[src/rtl/audio_frame_sequencer.sv]
// Sample-rate frame sequencer: polls each voice over req/ack on every sample tick,
// sums the samples, applies saturating master volume and strobes one 14-bit sample out.
module audio_frame_sequencer #(
    parameter int NUM_VOICES = 3,
    parameter int SAMPLE_DIV = 1000,
    parameter int WAIT_MAX   = 15
) (
    input  logic                    clk_i,
    input  logic                    rst_ni,
    input  logic                    enable_i,
    output logic [NUM_VOICES-1:0]   voice_req_o,
    input  logic                    voice_ack_i,
    input  logic signed [11:0]      voice_data_i,
    input  logic [NUM_VOICES-1:0]   voice_mute_i,
    input  logic [4:0]              volume_i,
    input  logic                    clear_i,
    output logic                    audio_valid_o,
    output logic signed [13:0]      audio_o,
    output logic                    busy_o,
    output logic                    timeout_o,
    output logic                    overrun_o
);

    localparam int ACC_W  = 12 + $clog2(NUM_VOICES + 1);
    localparam int PROD_W = ACC_W + 6;
    localparam int IDX_W  = (NUM_VOICES > 1) ? $clog2(NUM_VOICES) : 1;
    localparam int CNT_W  = $clog2(SAMPLE_DIV);
    localparam int WAIT_W = $clog2(WAIT_MAX + 1);

    localparam logic signed [PROD_W-1:0] SAT_MAX = PROD_W'(8191);
    localparam logic signed [PROD_W-1:0] SAT_MIN = PROD_W'(-8192);

    typedef enum logic [1:0] {
        ST_IDLE  = 2'd0,
        ST_REQ   = 2'd1,
        ST_SCALE = 2'd2,
        ST_OUT   = 2'd3
    } state_e;

    state_e                    state_q, state_d;
    logic [CNT_W-1:0]          cnt_q, cnt_d;
    logic [IDX_W-1:0]          idx_q, idx_d;
    logic [WAIT_W-1:0]         wait_q, wait_d;
    logic signed [ACC_W-1:0]   acc_q, acc_d;
    logic signed [13:0]        audio_q, audio_d;
    logic                      valid_q, valid_d;
    logic                      busy_q, busy_d;
    logic                      timeout_q, timeout_d;
    logic                      overrun_q, overrun_d;

    logic                      tick_s;
    logic                      req_active_s;
    logic                      advance_s;
    logic                      timeout_set_s;
    logic                      overrun_set_s;

    // Volume is clamped to unity (16), applied as acc*vol/16 with floor, then saturated.
    function automatic logic signed [13:0] scale_sat(input logic signed [ACC_W-1:0] acc,
                                                     input logic [4:0] vol_raw);
        logic [4:0]               vol;
        logic signed [PROD_W-1:0] prod;
        logic signed [PROD_W-1:0] shf;
        vol  = (vol_raw > 5'd16) ? 5'd16 : vol_raw;
        prod = PROD_W'(acc) * PROD_W'($signed({1'b0, vol}));
        shf  = prod >>> 4;
        if (shf > SAT_MAX) begin
            scale_sat = 14'sh1fff;
        end else if (shf < SAT_MIN) begin
            scale_sat = 14'sh2000;
        end else begin
            scale_sat = shf[13:0];
        end
    endfunction

    assign tick_s       = enable_i && (cnt_q == CNT_W'(SAMPLE_DIV - 1));
    assign req_active_s = (state_q == ST_REQ) && !voice_mute_i[idx_q];
    assign voice_req_o  = req_active_s ? (NUM_VOICES'(1) << idx_q) : '0;

    // Tick divider, held at zero while disabled.
    always_comb begin
        cnt_d = cnt_q;
        if (!enable_i) begin
            cnt_d = '0;
        end else if (tick_s) begin
            cnt_d = '0;
        end else begin
            cnt_d = cnt_q + CNT_W'(1);
        end
    end

    // Frame FSM: next state, voice polling, accumulation and scaling.
    always_comb begin
        state_d       = state_q;
        idx_d         = idx_q;
        wait_d        = wait_q;
        acc_d         = acc_q;
        audio_d       = audio_q;
        advance_s     = 1'b0;
        timeout_set_s = 1'b0;
        case (state_q)
            ST_IDLE: begin
                if (tick_s) begin
                    acc_d   = '0;
                    idx_d   = '0;
                    wait_d  = '0;
                    state_d = ST_REQ;
                end else begin
                    state_d = ST_IDLE;
                end
            end
            ST_REQ: begin
                if (!req_active_s) begin
                    advance_s = 1'b1;
                end else if (voice_ack_i) begin
                    acc_d     = acc_q + ACC_W'(voice_data_i);
                    advance_s = 1'b1;
                end else if (wait_q == WAIT_W'(WAIT_MAX - 1)) begin
                    advance_s     = 1'b1;
                    timeout_set_s = 1'b1;
                end else begin
                    wait_d = wait_q + WAIT_W'(1);
                end
                if (advance_s) begin
                    wait_d = '0;
                    if (idx_q == IDX_W'(NUM_VOICES - 1)) begin
                        state_d = ST_SCALE;
                    end else begin
                        idx_d = idx_q + IDX_W'(1);
                    end
                end else begin
                    state_d = ST_REQ;
                end
            end
            ST_SCALE: begin
                audio_d = scale_sat(acc_q, volume_i);
                state_d = ST_OUT;
            end
            ST_OUT: begin
                state_d = ST_IDLE;
            end
            default: begin
                state_d = ST_IDLE;
            end
        endcase
    end

    // Sticky flags (a set event beats a simultaneous clear) and registered status.
    always_comb begin
        overrun_set_s = tick_s && (state_q != ST_IDLE);
        if (timeout_set_s) begin
            timeout_d = 1'b1;
        end else if (clear_i) begin
            timeout_d = 1'b0;
        end else begin
            timeout_d = timeout_q;
        end
        if (overrun_set_s) begin
            overrun_d = 1'b1;
        end else if (clear_i) begin
            overrun_d = 1'b0;
        end else begin
            overrun_d = overrun_q;
        end
        valid_d = (state_d == ST_OUT);
        busy_d  = (state_d != ST_IDLE);
    end

    // State and datapath registers.
    always_ff @(posedge clk_i or negedge rst_ni) begin
        if (!rst_ni) begin
            state_q   <= ST_IDLE;
            cnt_q     <= '0;
            idx_q     <= '0;
            wait_q    <= '0;
            acc_q     <= '0;
            audio_q   <= '0;
            valid_q   <= 1'b0;
            busy_q    <= 1'b0;
            timeout_q <= 1'b0;
            overrun_q <= 1'b0;
        end else begin
            state_q   <= state_d;
            cnt_q     <= cnt_d;
            idx_q     <= idx_d;
            wait_q    <= wait_d;
            acc_q     <= acc_d;
            audio_q   <= audio_d;
            valid_q   <= valid_d;
            busy_q    <= busy_d;
            timeout_q <= timeout_d;
            overrun_q <= overrun_d;
        end
    end

    assign audio_o       = audio_q;
    assign audio_valid_o = valid_q;
    assign busy_o        = busy_q;
    assign timeout_o     = timeout_q;
    assign overrun_o     = overrun_q;

endmodule

[config.mk]
export PLATFORM = sky130hd
export DESIGN_NAME = audio_frame_sequencer
export DESIGN_NICKNAME = d
export VERILOG_FILES = /design/src/rtl/audio_frame_sequencer.sv
export SDC_FILE = /design/constraint.sdc
export NUM_CORES = 1
export LEC_CHECK = 0
export BUFFER_PORTS_ARGS = -buffer_cell sky130_fd_sc_hd__buf_2
export CELL_PAD_IN_SITES_DETAIL_PLACEMENT = 1
export CELL_PAD_IN_SITES_GLOBAL_PLACEMENT = 1
export CORE_ASPECT_RATIO = 1.75
export CORE_MARGIN = 4
export CORE_UTILIZATION = 47
export DETAILED_ROUTE_END_ITERATION = 10
export GPL_ROUTABILITY_DRIVEN = 0
export GPL_TIMING_DRIVEN = 0
export PLACE_DENSITY = 0.85
export SLEW_MARGIN = 20
export SYNTH_ARGS = -nofsm -noshare
export SYNTH_HDL_FRONTEND = slang
export SYNTH_SLANG_ARGS = --single-unit
[constraint.sdc]
create_clock -name clk_i -period 5.8 [get_ports clk_i]
set_clock_uncertainty 0.15 [all_clocks]
set_input_delay 0.58 -clock clk_i [delete_from_list [all_inputs] [get_ports clk_i]]
set_output_delay 0.58 -clock clk_i [all_outputs]
set_load 0.02 [all_outputs]
Word level (Yosys, flattened, before mapping)
Index checks and enable logic that the tools add are counted.
{"block": "word_totals", "in_bits": 25, "register_bits": 50}
{"block": "classes", "n_lt_le_gt_ge": 4, "multipliers": 1, "eq_ne": 15, "mux": 36, "addsub": 4, "n_reduce_logical": 13, "shifts": 1}
{"operator": "two-way mux 14 bit", "count": 5}
{"operator": "case mux 14 bit (2 select lines)", "count": 1}
{"operator": "multiplier 14 x 6 -> 20 bit", "count": 1}
{"operator": "two-way mux 10 bit", "count": 2}
{"operator": "two-way mux 4 bit", "count": 5}
{"operator": "> comparator 16 x 14 -> 1 bit (second input constant)", "count": 1}
{"operator": "less-than comparator 16 x 14 -> 1 bit (second input constant)", "count": 1}
{"operator": "adder 14 x 12 -> 14 bit", "count": 1}
{"operator": "two-way mux 1 bit", "count": 12}
{"operator": "adder 10 x 1 -> 10 bit (second input constant)", "count": 1}
{"operator": "equality test 10 bit (second input constant)", "count": 1}
{"operator": "two-way mux 2 bit", "count": 5}
{"operator": "nonzero test 2 bit", "count": 5}
{"operator": "!= test 3 x 2 -> 1 bit (second input constant)", "count": 3}
{"operator": "equality test 2 bit (second input constant)", "count": 4}
{"operator": "!= test 2 bit (second input constant)", "count": 4}
{"operator": "case mux 2 bit (4 select lines)", "count": 1}
{"operator": "case mux 4 bit (2 select lines)", "count": 1}
{"operator": "AND reduction 4 bit", "count": 2}
{"operator": "> comparator 5 bit (second input constant)", "count": 1}
{"operator": "two-way mux 5 bit", "count": 1}
{"operator": "AND reduction 5 bit", "count": 1}
{"operator": "adder 4 x 1 -> 4 bit (second input constant)", "count": 1}
{"operator": "equality test 4 bit (second input constant)", "count": 1}
{"operator": "11 further kinds", "count": 13}

Logic depth before layout (Yosys ltp)
{"block": "logic_depth", "word_depth": 9, "ltp_mapped": 20, "depth_no_buf": 17}

Worst setup path before layout
No wires, ideal clock.
{"block": "synth_timing", "kind": "input -> register", "start": "input volume_i[2]", "end": "register audio_q[10] (netlist: audio_o[10])", "setup_slack_ns": 0.783, "stages": 17, "setup_time_ns": 0.146, "path_buffers": 2, "t_arrival_ns": 4.721, "cell_sequence": "nor2b_1 clkbuf_1 nand2_1 fa_1 fa_1 fa_1 inv_1 ha_1 and2b_1 o31ai_2 a211oi_1 o31a_1 o2111ai_2 nand4bb_2 o211ai_2 buf_6 o311ai_2"}
{"block": "synth_between", "elab_chain_cells": 6}
{"item": "from (decl)", "line": "15", "source": "input logic [4:0] volume_i,"}
{"item": "> comparator 5 bit", "line": "63", "source": "vol = (vol_raw > 5'd16) ? 5'd16 : vol_raw;"}
{"item": "two-way mux 5 bit *", "line": "63"}
{"item": "multiplier 14 x 6 -> 20 bit *", "line": "64", "source": "prod = PROD_W'(acc) * PROD_W'($signed({1'b0, vol}));"}
{"item": "less-than comparator 16 x 14 -> 1 bit", "line": "68", "source": "end else if (shf < SAT_MIN) begin"}
{"item": "two-way mux 14 bit", "line": "68"}
{"item": "two-way mux 14 bit *", "line": "66", "source": "if (shf > SAT_MAX) begin"}
{"item": "to (signal assigned)", "line": "187", "source": "audio_q <= audio_d;"}
{"item": "to (decl)", "line": "45", "source": "logic signed [13:0] audio_q, audio_d;"}
Every way passes the cells marked *; elsewhere a longest branch is shown, timed or not.
A chain may end at the register's enable or synchronous reset.

Worst setup path after layout
{"block": "layout_timing", "start": "input volume_i[4]", "end": "register audio_q[10] (netlist: audio_o[10])"}
Same word-level chain as after synthesis.

==> metrics.txt <==
EDFF count, synth=0; met1 GRT Util=around a fifth; met3 GRT Util=3.330%; PwrDens=~170 nW/um^2; drt pass-1 iters=4; global router's overall resource usage=between 20% and 30%; vias per cell=5.612; dpl ws=-305.7 ps; initial antenna violation count=0; worst reg2reg startpoint=acc_q[6]; CTS tree=yes; cell family with most CP delay=adder cells; Fin Setup TNS=0 ps; worst setup margin=between 200 and 250 ps; Final setup viols=0; vias in the first global route=~5200; Tmin final=5572 ps; most crowded layer after global routing=met2; outcome=finished, final reports clean; Die W=approximately 90 um; H-tree Lvls=2; syn_nets=751; Final Hold Vio Count=0; commonest cells after routing, fill and taps aside=inv_1, nand2_1, and2_1; DR vias=approximately 4600; WP data arrival=between 5000 and 6000 ps; synth top area cells=dfrtp_1, fa_1, ha_1; slowest CP cell=fa_1; Post-DP HPWL=around 12 mm; post-synth top area share=a little under a quarter; # DRC=0; CP Cell Sequence=buf_2 > nor2b_1 > clkbuf_2 > and2_1 > fa_1 > fa_1 > inv_1 > fa_1 > inv_1 > ha_1 > or3_1 > a21oi_1 > a211oi_1 > o31a_1 > o2111ai_2 > nand4bb_2 > a21oi_2 > buf_6 > o311ai_2; # clock sinks=50; die area=about 14000 um^2; Critical Path Stages=19; R2R Setup Slk=750 ps; Port Buf Inserts=45; Crit path largest cell delay=between 500 and 600 ps; starting density of the core=between 40% and 50%; Bufs and invs on worst path=5; worst r2r path cells=16; Layout area overhead=9.964%; Synth area leader=dfrtp_1; clk root buf=clkbuf_16; Crit Path Class=input port to flip-flop; Critical Path End=audio_o[10]; final layout net count=roughly 800; met2 Track Usage GR=a little under half; Wirelength per Cell=roughly 17 um; first-pass GRT wire length=between 20 and 25 mm; CTS hold repair buffers=0; row count=52; Placed Cells=809; final period utilization=between 90% and 100%; CP Max Fanout=10; max-slew violations=0; Gate Count Post-Synth=approximately 630; Hold Crit Class=input port to asynchronous set/reset pin; Initial DRC Count=74; #FFs+latches synth=50; Synth async-reset ratio=100.0%; WL final=between 10 and 15 mm; YS warnings=0; Critical R2R Capture=audio_o[10]; Longest Clk Path Bufs=2; Fmax=0.1795 GHz; startpoint types=input port; Post-Syn Area=roughly 5500 um^2; share of cells above drive strength 1=11.01%; largest net degree at the start of global routing=51; Syn Area/Cell=between 8 and 9 um^2; total CTS buffers=5; Unique masters post-synth=60; Critical path origin=volume_i[4]; Crit path required time=5800 ps; fin cells=between 800 and 900; GRT overflow=0; Die Ht=approximately 150 um; Core Util, Final=a little over half; Peak VDD IR=roughly 0.15 mV; ant diodes=0; worst skew pair latency=300 ps; CP Capture Type=flip-flop; P_leak=2.999 nW; Max-cap violations=0; CTS clock-pin slew for the worst setup and hold paths=~80 ps; commonest non-fill, non-tap cell in the layout=inv_1; hold_ws=about 150 ps; ANT nets after route=0; worst-margin pin slew=~760 ps; Synth Flop Type=dfrtp_1; sequential area share after synthesis=a little under a quarter; # IOs=46; Core ar.=between 10000 and 15000 um^2; Slew headroom=about half; critical path's most frequent cell=fa_1; post-CTS setup buffers=0
[sequential cells by signal, indices dropped and copies added, names as in the netlist]
register       flops
overrun_o          1
audio_valid_o      1
busy_o             1
timeout_o          1
audio_o           14
cnt_q             10
acc_q             14
idx_q              2
wait_q             4
state_q            2
[per-stage QoR]
stage                     power [mW]  cell area, um^2
after global routing           1.095             6062
after detailed placement      0.7281             5909
after global placement        0.7096             5907
final                          1.028             6062
after CTS                      1.038             6058
after floorplan               0.6273             5513
[routing by layer]
metal	vias to the layer above	part of all wire, %
li1	2199	-
met4	0	3.3
met1	2284	34
met2	69	60
met5	-	0
met3	27	2.5
[repair_timing]
| action | CTS | global route |
|---|---|---|
| pin swaps | 0 | 0 |
| endpoints found under the hold margin | 0 | 0 |
| gates resized for setup | 1 | 6 |
| setup endpoints to repair | 2 | 12 |
[final cells by class]
type | count | area, um^2
Buffer | 14 | 72.57
Clock buffer | 5 | 125.1
Clock inverter | 3 | 22.52
Fill cell | 1401 | 5454
Inverter | 97 | 364.1
Multi-Input combinational cell | 467 | 3830
Sequential cell | 50 | 1251
Tap cell | 135 | 168.9
Timing Repair Buffer | 45 | 227.7
[worst min-delay path by stage]
stage | startpoint | endpoint | slack [ps] | cells past startpoint
after floorplan | rst_ni | acc_q[0] | 130 | 0
after global placement | cnt_q[0] | cnt_q[0] | 300 | 1
after detailed placement | cnt_q[0] | cnt_q[0] | 310 | 1
after CTS | rst_ni | audio_o[0] | 180 | 1
after global routing | rst_ni | audio_o[1] | 200 | 1
final | rst_ni | audio_o[3] | 150 | 1
[power by group]
part,internal (mW),switching [mW],leakage (nW),total [mW]
Clock,0.163,0.146,0.0746,0.308
Sequential,0.384,0.0228,0.641,0.407
Combinational,0.123,0.190,2.28,0.313
[synthesized netlist by cell type, types with 5 or more instances]
| master | count |
|---|---|
| xnor2_1 | 17 |
| o21ai_1 | 8 |
| a211oi_1 | 6 |
| dfrtp_1 | 50 |
| nand3b_1 | 5 |
| fa_1 | 44 |
| xor2_1 | 10 |
| nor2b_1 | 7 |
| nor4_1 | 6 |
| and2_1 | 57 |
| o311ai_2 | 5 |
| clkbuf_1 | 12 |
| ha_1 | 53 |
| o21ai_0 | 12 |
| a22o_1 | 10 |
| nand2_1 | 60 |
| nor3_1 | 8 |
| inv_1 | 96 |
| a21oi_1 | 26 |
| a21o_1 | 9 |
| nand3_1 | 19 |
| nor2_1 | 34 |
| o211ai_1 | 6 |
[kinds of logic after synthesis]
group / after synthesis / share of synthesized area, %
AND/OR/NAND/NOR: 224 / 21.27
AO/OA/AOI/OAI: 118 / 15.64
buffers and inverters: 112 / 7.921
adder cells (fa/ha/maj): 97 / 28.01
flip-flops: 50 / 22.70
XOR/XNOR: 27 / 4.289
multiplexers: 1 / 0.1816
Note: power is estimated with default switching activity, not from simulation.
